### src/rtl/mux_n_1_scan.sv
// mux_n_1_scan -- parametrised N:1 registered multiplexer with manual and scan modes.
//
// One input channel is selected and registered on each in_valid cycle.
// In MANUAL mode the channel comes from s. In SCAN mode an internal counter
// steps through channels 0..CHANNELS-1, advancing once per sample.
// There is one clock of latency.
//
// Optional feature: define MUX_PARITY_EN to add the y_par output. y_par is
// the even parity of y (^y) and is registered together with y.
//
// Ports
//   clk       rising-edge clock
//   rst_n     asynchronous active-low reset
//   mode      0 = MANUAL, 1 = SCAN
//   s         channel select, used in MANUAL mode only
//   d         packed channels; channel k = d[k*WIDTH +: WIDTH]
//   in_valid  sample strobe
//   y         registered selected data
//   y_valid   high for one cycle after each in_valid cycle
//   y_ch      index of the channel that produced y
//   y_err     the MANUAL select was >= CHANNELS
//   y_par     even parity of y (only with MUX_PARITY_EN)
//
// Mode FSM
//   state     | meaning
//   ST_MANUAL | channel index taken from s; scan counter frozen
//   ST_SCAN   | channel index taken from scan counter
module mux_n_1_scan #(
   parameter int WIDTH    = 3,
   parameter int CHANNELS = 8,
   localparam int SEL_W   = $clog2(CHANNELS)
) (
   input  logic                      clk,
   input  logic                      rst_n,
   input  logic                      mode,
   input  logic [SEL_W-1:0]          s,
   input  logic [CHANNELS*WIDTH-1:0] d,
   input  logic                      in_valid,
   output logic [WIDTH-1:0]          y,
   output logic                      y_valid,
   output logic [SEL_W-1:0]          y_ch,
`ifdef MUX_PARITY_EN
   output logic                      y_err,
   output logic                      y_par
`else
   output logic                      y_err
`endif
);

   localparam logic [SEL_W:0]   CH_LIM  = (SEL_W+1)'(CHANNELS);
   localparam logic [SEL_W-1:0] CH_LAST = SEL_W'(CHANNELS - 1);

   typedef enum logic {
      ST_MANUAL = 1'b0,
      ST_SCAN   = 1'b1
   } state_t;

   state_t             state_q;
   state_t             state_d;
   logic [SEL_W-1:0]   scan_cnt;
   logic [SEL_W-1:0]   scan_cnt_d;
   logic [SEL_W-1:0]   idx;
   logic               idx_bad;
   logic               scan_entry;
   logic [WIDTH-1:0]   sel_data;

   always_ff @(posedge clk or negedge rst_n) begin
      if (!rst_n) begin
         state_q  <= ST_MANUAL;
         scan_cnt <= '0;
      end else begin
         state_q  <= state_d;
         scan_cnt <= scan_cnt_d;
      end
   end

   // The live mode input decides the current cycle, so a sample taken on
   // the mode-change cycle already uses the new mode.
   always_comb begin
      state_d    = mode ? ST_SCAN : ST_MANUAL;
      scan_entry = (state_d == ST_SCAN) && (state_q == ST_MANUAL);
      idx        = s;
      idx_bad    = 1'b0;
      scan_cnt_d = scan_cnt;

      if (state_d == ST_SCAN) begin
         // On the entry cycle the counter is treated as already cleared.
         idx = scan_entry ? '0 : scan_cnt;
         if (scan_entry) scan_cnt_d = '0;
         if (in_valid) scan_cnt_d = (idx == CH_LAST) ? '0 : idx + 1'b1;
      end else begin
         idx_bad = ({1'b0, s} >= CH_LIM);
      end
   end

   // Out-of-range indices match no channel, so the selected data is zero.
   always_comb begin
      sel_data = '0;
      for (int k = 0; k < CHANNELS; k++) begin
         if (idx == SEL_W'(k)) sel_data = d[k*WIDTH +: WIDTH];
      end
   end

   always_ff @(posedge clk or negedge rst_n) begin
      if (!rst_n) begin
         y       <= '0;
         y_valid <= 1'b0;
         y_ch    <= '0;
         y_err   <= 1'b0;
      end else begin
         y_valid <= in_valid;
         if (in_valid) begin
            y     <= sel_data;
            y_ch  <= idx;
            y_err <= idx_bad;
         end
      end
   end

`ifdef MUX_PARITY_EN
   // sel_data is already zero on an error, so the parity is zero as well.
   always_ff @(posedge clk or negedge rst_n) begin
      if (!rst_n) begin
         y_par <= 1'b0;
      end else if (in_valid) begin
         y_par <= ^sel_data;
      end
   end
`endif

endmodule

### config.mk
export PLATFORM = sky130hd
export DESIGN_NAME = mux_n_1_scan
export DESIGN_NICKNAME = d
export VERILOG_FILES = /design/src/rtl/mux_n_1_scan.sv
export SDC_FILE = /design/constraint.sdc
export NUM_CORES = 1
export LEC_CHECK = 0
export BUFFER_PORTS_ARGS = -buffer_cell sky130_fd_sc_hd__buf_2
export CAP_MARGIN = 10
export CORE_MARGIN = 2
export CORE_UTILIZATION = 39
export CTS_CLUSTER_SIZE = 8
export DETAILED_ROUTE_END_ITERATION = 6
export MAX_ROUTING_LAYER = met4
export PLACE_DENSITY = 0.68
export SLEW_MARGIN = 0
export SYNTH_ARGS = -nofsm -noshare
export SYNTH_HDL_FRONTEND = slang
export SYNTH_SLANG_ARGS = --single-unit
### constraint.sdc
create_clock -name clk -period 1.8 [get_ports clk]
set_input_delay 0.45 -clock clk [delete_from_list [all_inputs] [get_ports clk]]
set_output_delay 0.45 -clock clk [all_outputs]
set_load 0.03 [all_outputs]
======== After elaboration in Yosys (flattened, before gate mapping) ========
Index checks and enable logic that the tools add are counted.
word-level totals
  bits in registers ....................... 11
  latch bits .............................. 0
  bits in writable memories ............... 0
  ROM bits ................................ 0
  input bits .............................. 31
  output and inout port bits .............. 8
  memories kept ........................... 0
cells by class
  add/sub/neg operators ................... 1
  $mul .................................... 0
  div/mod/pow operators ................... 0
  order comparisons ....................... 0
  eq/ne operators ......................... 8
  shifts and indexed selects .............. 0
  multiplexer cells ....................... 13
  bitwise logic cells ..................... 1
  reductions and logical operators ........ 2
operators by type and width
  operator             number
  $mux 3               12
  $eq 3x3->1 const B   5
  $eq 3x2->1 const B   2
  $add 3x1->3 const B  1
  $eq 3x1->1 const B   1
  $logic_not 3->1      1
  $logic_and 1x1->1    1
  $mux 1               1
  $not 1->1            1

======== Logic depth before layout (Yosys ltp) ========
  depth in word-level cells ............... 13
  depth in mapped cells ................... 7

======== Worst setup path before layout ========
Ideal clock, no wire load.
  kind .................................... input to register
  from .................................... input port mode
  to ...................................... register y[1]
  arrival time ............................ 1513 ps
  data required time ...................... 1677 ps
  slack ................................... 164 ps
  cell stages on the path ................. 6
  path buffers ............................ 2
  cells stage by stage .................... buf_6 buf_2 nand4_1 o21ai_0 a221o_1 o221a_1
on the way
  longest elaborated chain between the ends .. 13
  elaborated cells on any way between the ends .. 20
  classes of those cells .................. 7 x eq/ne; 11 x mux; 2 x reduce/logical
RTL lines
  element               line  RTL
  from (decl)           35    input logic mode,
  $mux 1 (*)            80    state_d = mode ? ST_SCAN : ST_MANUAL;
  $logic_and 1x1->1     81    scan_entry = (state_d == ST_SCAN) && (state_q == ST_MANUAL);
  $mux 3                --
  $mux 3 (*)            86    if (state_d == ST_SCAN) begin
  $logic_not 3->1       100   if (idx == SEL_W'(k)) sel_data = d[k*WIDTH +: WIDTH];
  $mux 3 (7 in series)  100
  $mux 3 (*)            100
  to (signal assigned)  113   y <= sel_data;
  to (decl)             39    output logic [WIDTH-1:0] y,
Mark *: on every way between the ends. The rest lies on a longest branch, timed or not.
A chain may end at the register's enable or synchronous reset.

======== Final worst setup path ========
  from .................................... register state_q
  to ...................................... register y[1]
on the way
  longest elaborated chain between the ends .. 13
  elaborated cells on any way between the ends .. 20
  classes of those cells .................. 7 x eq/ne; 10 x mux; 1 x bitwise; 2 x reduce/logical
RTL lines
  element                 line  RTL
  from (decl)             58    state_t state_q;
  from (signal assigned)  72    state_q <= state_d;
  $not 1->1 (*)           81
  $logic_and 1x1->1 (*)   81
  $mux 3 (*)              --
  $mux 3 (*)              86
  $logic_not 3->1         100
  $mux 3 (7 in series)    100
  $mux 3 (*)              100
Marked as above.

==> out/results.txt <==
The flow ran to the end, and the final reports show no timing, DRC or antenna violations. Of all nets on the critical path, the largest fanout is 8. The logs give 42.26% for the starting density of the core and 0.8603 for the final weighted congestion of routability-driven global placement. Setup repair after global routing left no endpoint under its margin. The buffers plus inverters on the worst setup path was 0; the setup clock skew after layout was 0.002372 ns. The logs give 1.83 ns for the arrival time at the worst endpoint and 138 for the synthesized net count.

Entering global routing, the biggest net connects 16 pins. For the number of library cell types mapped by synthesis, the log shows 36. The die is 50.81 um tall. The worst hold path belongs to the class primary input to async pin. The tools report the peak clock frequency supported by timing as 601.0 MHz.

Measured along the x axis, the die boundary spans 50.81 um. The number of buffers inserted during clock tree synthesis was 3; the clock group share of total power was 22.3%. In the routed design, unresolved DRC markers number 0. Minimum period implied by the final worst setup slack: 1.664 ns. The final routed wire length divided by cell count came out at 12.71 um. The final number of setup-violating endpoints is 0, and the final standard cell count with taps included and fillers excluded is 180.

The net count of the finished layout was 185; the number of global-route vias before repair was 871. Once placement completed, the tool counted placed cells totaling 176. Of the post-synthesis cell area, the part taken by muxes is 2.635%.

Of all flip-flops after synthesis, the portion carrying an async set or reset was 100.0%. The slowest cell on the critical path was sky130_fd_sc_hd__dfrtp_2. After synthesis the cells add up to 854.6 sq um. In this run, the number of DRC markers left after iteration 0 of detailed routing was 33. In the post-synthesis netlist, the biggest area contributors are sky130_fd_sc_hd__dfrtp_1, sky130_fd_sc_hd__nand2_1, sky130_fd_sc_hd__o21ai_0, sky130_fd_sc_hd__a21oi_1, sky130_fd_sc_hd__nand3_1. The top cell type by area accounts for 32.21% of the synthesized area. The number of enable-type register cells in the synthesized netlist was 0. The run gives 0 as the total overflow reported by the global router. The post-layout worst setup margin was 0.1361 ns. Area after detailed placement: 1120 sq um. The total count of max-transition violations in the final report is 0. The final critical path takes up 92.44% of the cycle. The leading register cell type out of synthesis is sky130_fd_sc_hd__dfrtp_1. The net switching power was 0.2929 mW; the area of the die was 2582 sq um.

Sequential cells account for 40.5% of the total power. VDD sags by at most 0.3208 mV. For the area inside the core boundary, the log shows 2022 sq um. The number of stages on the worst setup path was 5; the delay of the slowest cell on the worst path was 0.46 ns.

For this design the static power due to leakage is 0.5449 nW. For the number of levels the H-tree was split into, the log shows 1. The signed area change from the synthesized netlist to the final layout was 34.99%. The ratio of cells with drive above 1 in the final layout was 37.91%; the worst-case setup slack after placement was -0.08703 ns.

The kind of cell with the highest combined delay along the critical path is compound AO/OA/AOI/OAI gates. The number of I/O pins is 39, and the fraction of power consumed by combinational cells is 37.2%. Summing the areas of all compound-gate instances in the mapped netlist gives 29.72% of the synthesized area.

The synthesized design contains 11 register bits. Detailed placement finished with a half-perimeter wire length of 1.877 mm. The clock passes through at most 2 buffers. Row generation in the floorplan step produced 16 rows.

The number of warnings printed during yosys synthesis was 0; the mean number of vias per cell was 5.367. The count of nets left with antenna violations once routing finished came out at 0. After Yosys synthesis, XOR and XNOR cells account for 0% of the synthesized area.

The critical setup path kind is flip-flop to flip-flop. CTS placed an instance of sky130_fd_sc_hd__clkbuf_4 at the clock tree root. Counting every instance in the synthesized netlist gives 107. Averaged over all synthesized cells, the footprint is 7.987 sq um. STA classifies the critical path endpoint as a flip-flop. During placement, the flow inserted port buffers numbering 37.

Measured in cells, the most critical reg-to-reg path has a length of 5. The max-capacitance violation count came out at 0. The run gives 2.288 mm as the total wirelength of the detailed-routed design. By area, the combinational part of the netlist is dominated by simple AND/OR/NAND/NOR gates.

Clock-pin slew was measured on the worst setup and hold paths at 0.08 ns. The total setup buffers inserted after CTS came out at 0. The startpoint class of the critical path is a flip-flop. At the later pin of the worst-skew pair, clock insertion delay measures 0.27 ns.

sky130_fd_sc_hd__dfrtp_1 takes more of the synthesized area than any other cell. For this run, the register share of the synthesized area comes to 32.21%. For this design the ratio of total power to cell area is 681.4 nW/um^2. Walking the worst path, the cells encountered are nor2b_1 > a32o_1 > nor2b_4 > a221o_1 > o221a_1. In this run, post-CTS hold repair placed 0 buffers. The internal power of the cells totals 0.4932 mW. The tree built by TritonCTS fans out to 11 sinks.

Initial antenna violation count: 0. The detailed router placed 966 vias in this run. The first detailed-routing pass ran for 4 iterations. The number of diodes added for antenna fixing is 0, and the fraction of the mapped netlist area in simple logic gates is 29.87%. After Yosys synthesis, full adders, half adders and majority gates account for 0% of the synthesized area. Global routing used 20.01% of the available tracks across all layers. The tools report the critical path data required time as 1.96 ns.

The tools report the final hold violation count as 0. TritonCTS built the clock tree. The tools report the first-pass GRT wire length as 3.760 mm. In this run switching power makes up 37.26% of total power.

Once layout is done, the placed cells without fillers occupy 1154 sq um.
power groups by stage:
stage	clock network, mW	registers [mW]	logic [mW]
final	0.176	0.318	0.292
after global routing	0.199	0.326	0.323
after CTS	0.180	0.317	0.292
after detailed placement	0	0.322	0.291
after global placement	0	0.322	0.285
after floorplan	0	0.360	0.139
sequential cells by signal, indices dropped and copies added, names as in the netlist:
signal and flops:
scan_cnt 3, y 3, y_ch 3, state_q 1, y_valid 1
through the flow:
step	utilization (%)	hold WS, ns	TNS, ns	power, mW
3_3_place_gp	55.38	0.3372	-0.06138	0.6071
6_report	57.05	0.03344	0	0.7861
5_1_grt	57.05	0.03333	0	0.8481
2_1_floorplan	-	0.1544	0	0.4987
3_5_place_dp	55.38	0.3387	-0.08703	0.6129
4_1_cts	56.75	0.03965	0	0.7883
synth_stat cells (all sizes together), types with 2 or more instances:
cell / number
o22ai: 2
inv: 2
a211oi: 2
a21boi: 3
nand2: 14
o21ai: 10
nor2: 6
nand4b: 3
nand3: 8
a21oi: 9
a41o: 2
nor2b: 2
o21a: 3
dfrtp: 11
clkbuf: 2
buf: 4
nand2b: 2
mux2: 2
and2: 2
and3: 5
metal layers:
metal	global-route usage [%]	vias to the layer above	wire length [um]
met5	-	-	0
met4	8.108	0	19
met3	2.047	2	161
met2	31.80	43	1001
met1	26.29	429	1105
li1	-	492	-
timing repair:
action / in CTS / in global routing
resized for setup: 0 / 3
hold endpoints to repair: 0 / 0
endpoints found under the setup margin: 0 / 2
final cells by class:
class / count / area, sq um
Inverter: 2 / 7.507
Multi-Input combinational cell: 88 / 540.5
Clock buffer: 3 / 22.52
Clock inverter: 1 / 5.005
Fill cell: 194 / 868.3
Timing Repair Buffer: 48 / 267.8
Tap cell: 27 / 33.78
Sequential cell: 11 / 276.5
layout by cell type, fill, tap and decap left out, types with 2 or more instances in the layout:
cell type,count
sky130_fd_sc_hd__nand4b_1,3
sky130_fd_sc_hd__o21a_1,3
sky130_fd_sc_hd__mux2_2,2
sky130_fd_sc_hd__and3_1,5
sky130_fd_sc_hd__nand2_1,14
sky130_fd_sc_hd__dfrtp_1,10
sky130_fd_sc_hd__clkbuf_4,3
sky130_fd_sc_hd__inv_1,2
sky130_fd_sc_hd__nand3_1,7
sky130_fd_sc_hd__nor2_1,6
sky130_fd_sc_hd__a21boi_0,3
sky130_fd_sc_hd__a41o_1,2
sky130_fd_sc_hd__o22ai_1,2
sky130_fd_sc_hd__a21oi_1,9
sky130_fd_sc_hd__buf_2,37
sky130_fd_sc_hd__a211oi_1,2
sky130_fd_sc_hd__o21ai_0,9
sky130_fd_sc_hd__nand2b_1,2
sky130_fd_sc_hd__buf_4,11
sky130_fd_sc_hd__and2_1,2
final timing paths:
check	slack [ns]	end	from
worst max register to register	0.14	y[1]	state_q
worst min register to register	0.53	y_ch[2]	y_ch[2]
worst max-delay path	0.14	y[1]	state_q
worst min-delay path	0.03	scan_cnt[2]	rst_n
min in group clk	0.48	y[0]	d[15]
max in group asynchronous	1.54	state_q	rst_n
kinds of logic (layout without fill, tap and decap cells):
group	Yosys count	in the layout
buffers and inverters	8	54
AOI/OAI and AO/OA	38	38
other	1	1
muxes	2	2
DFF	11	11
and+or+nand+nor	47	47
Note: power is estimated with default switching activity, not from simulation.
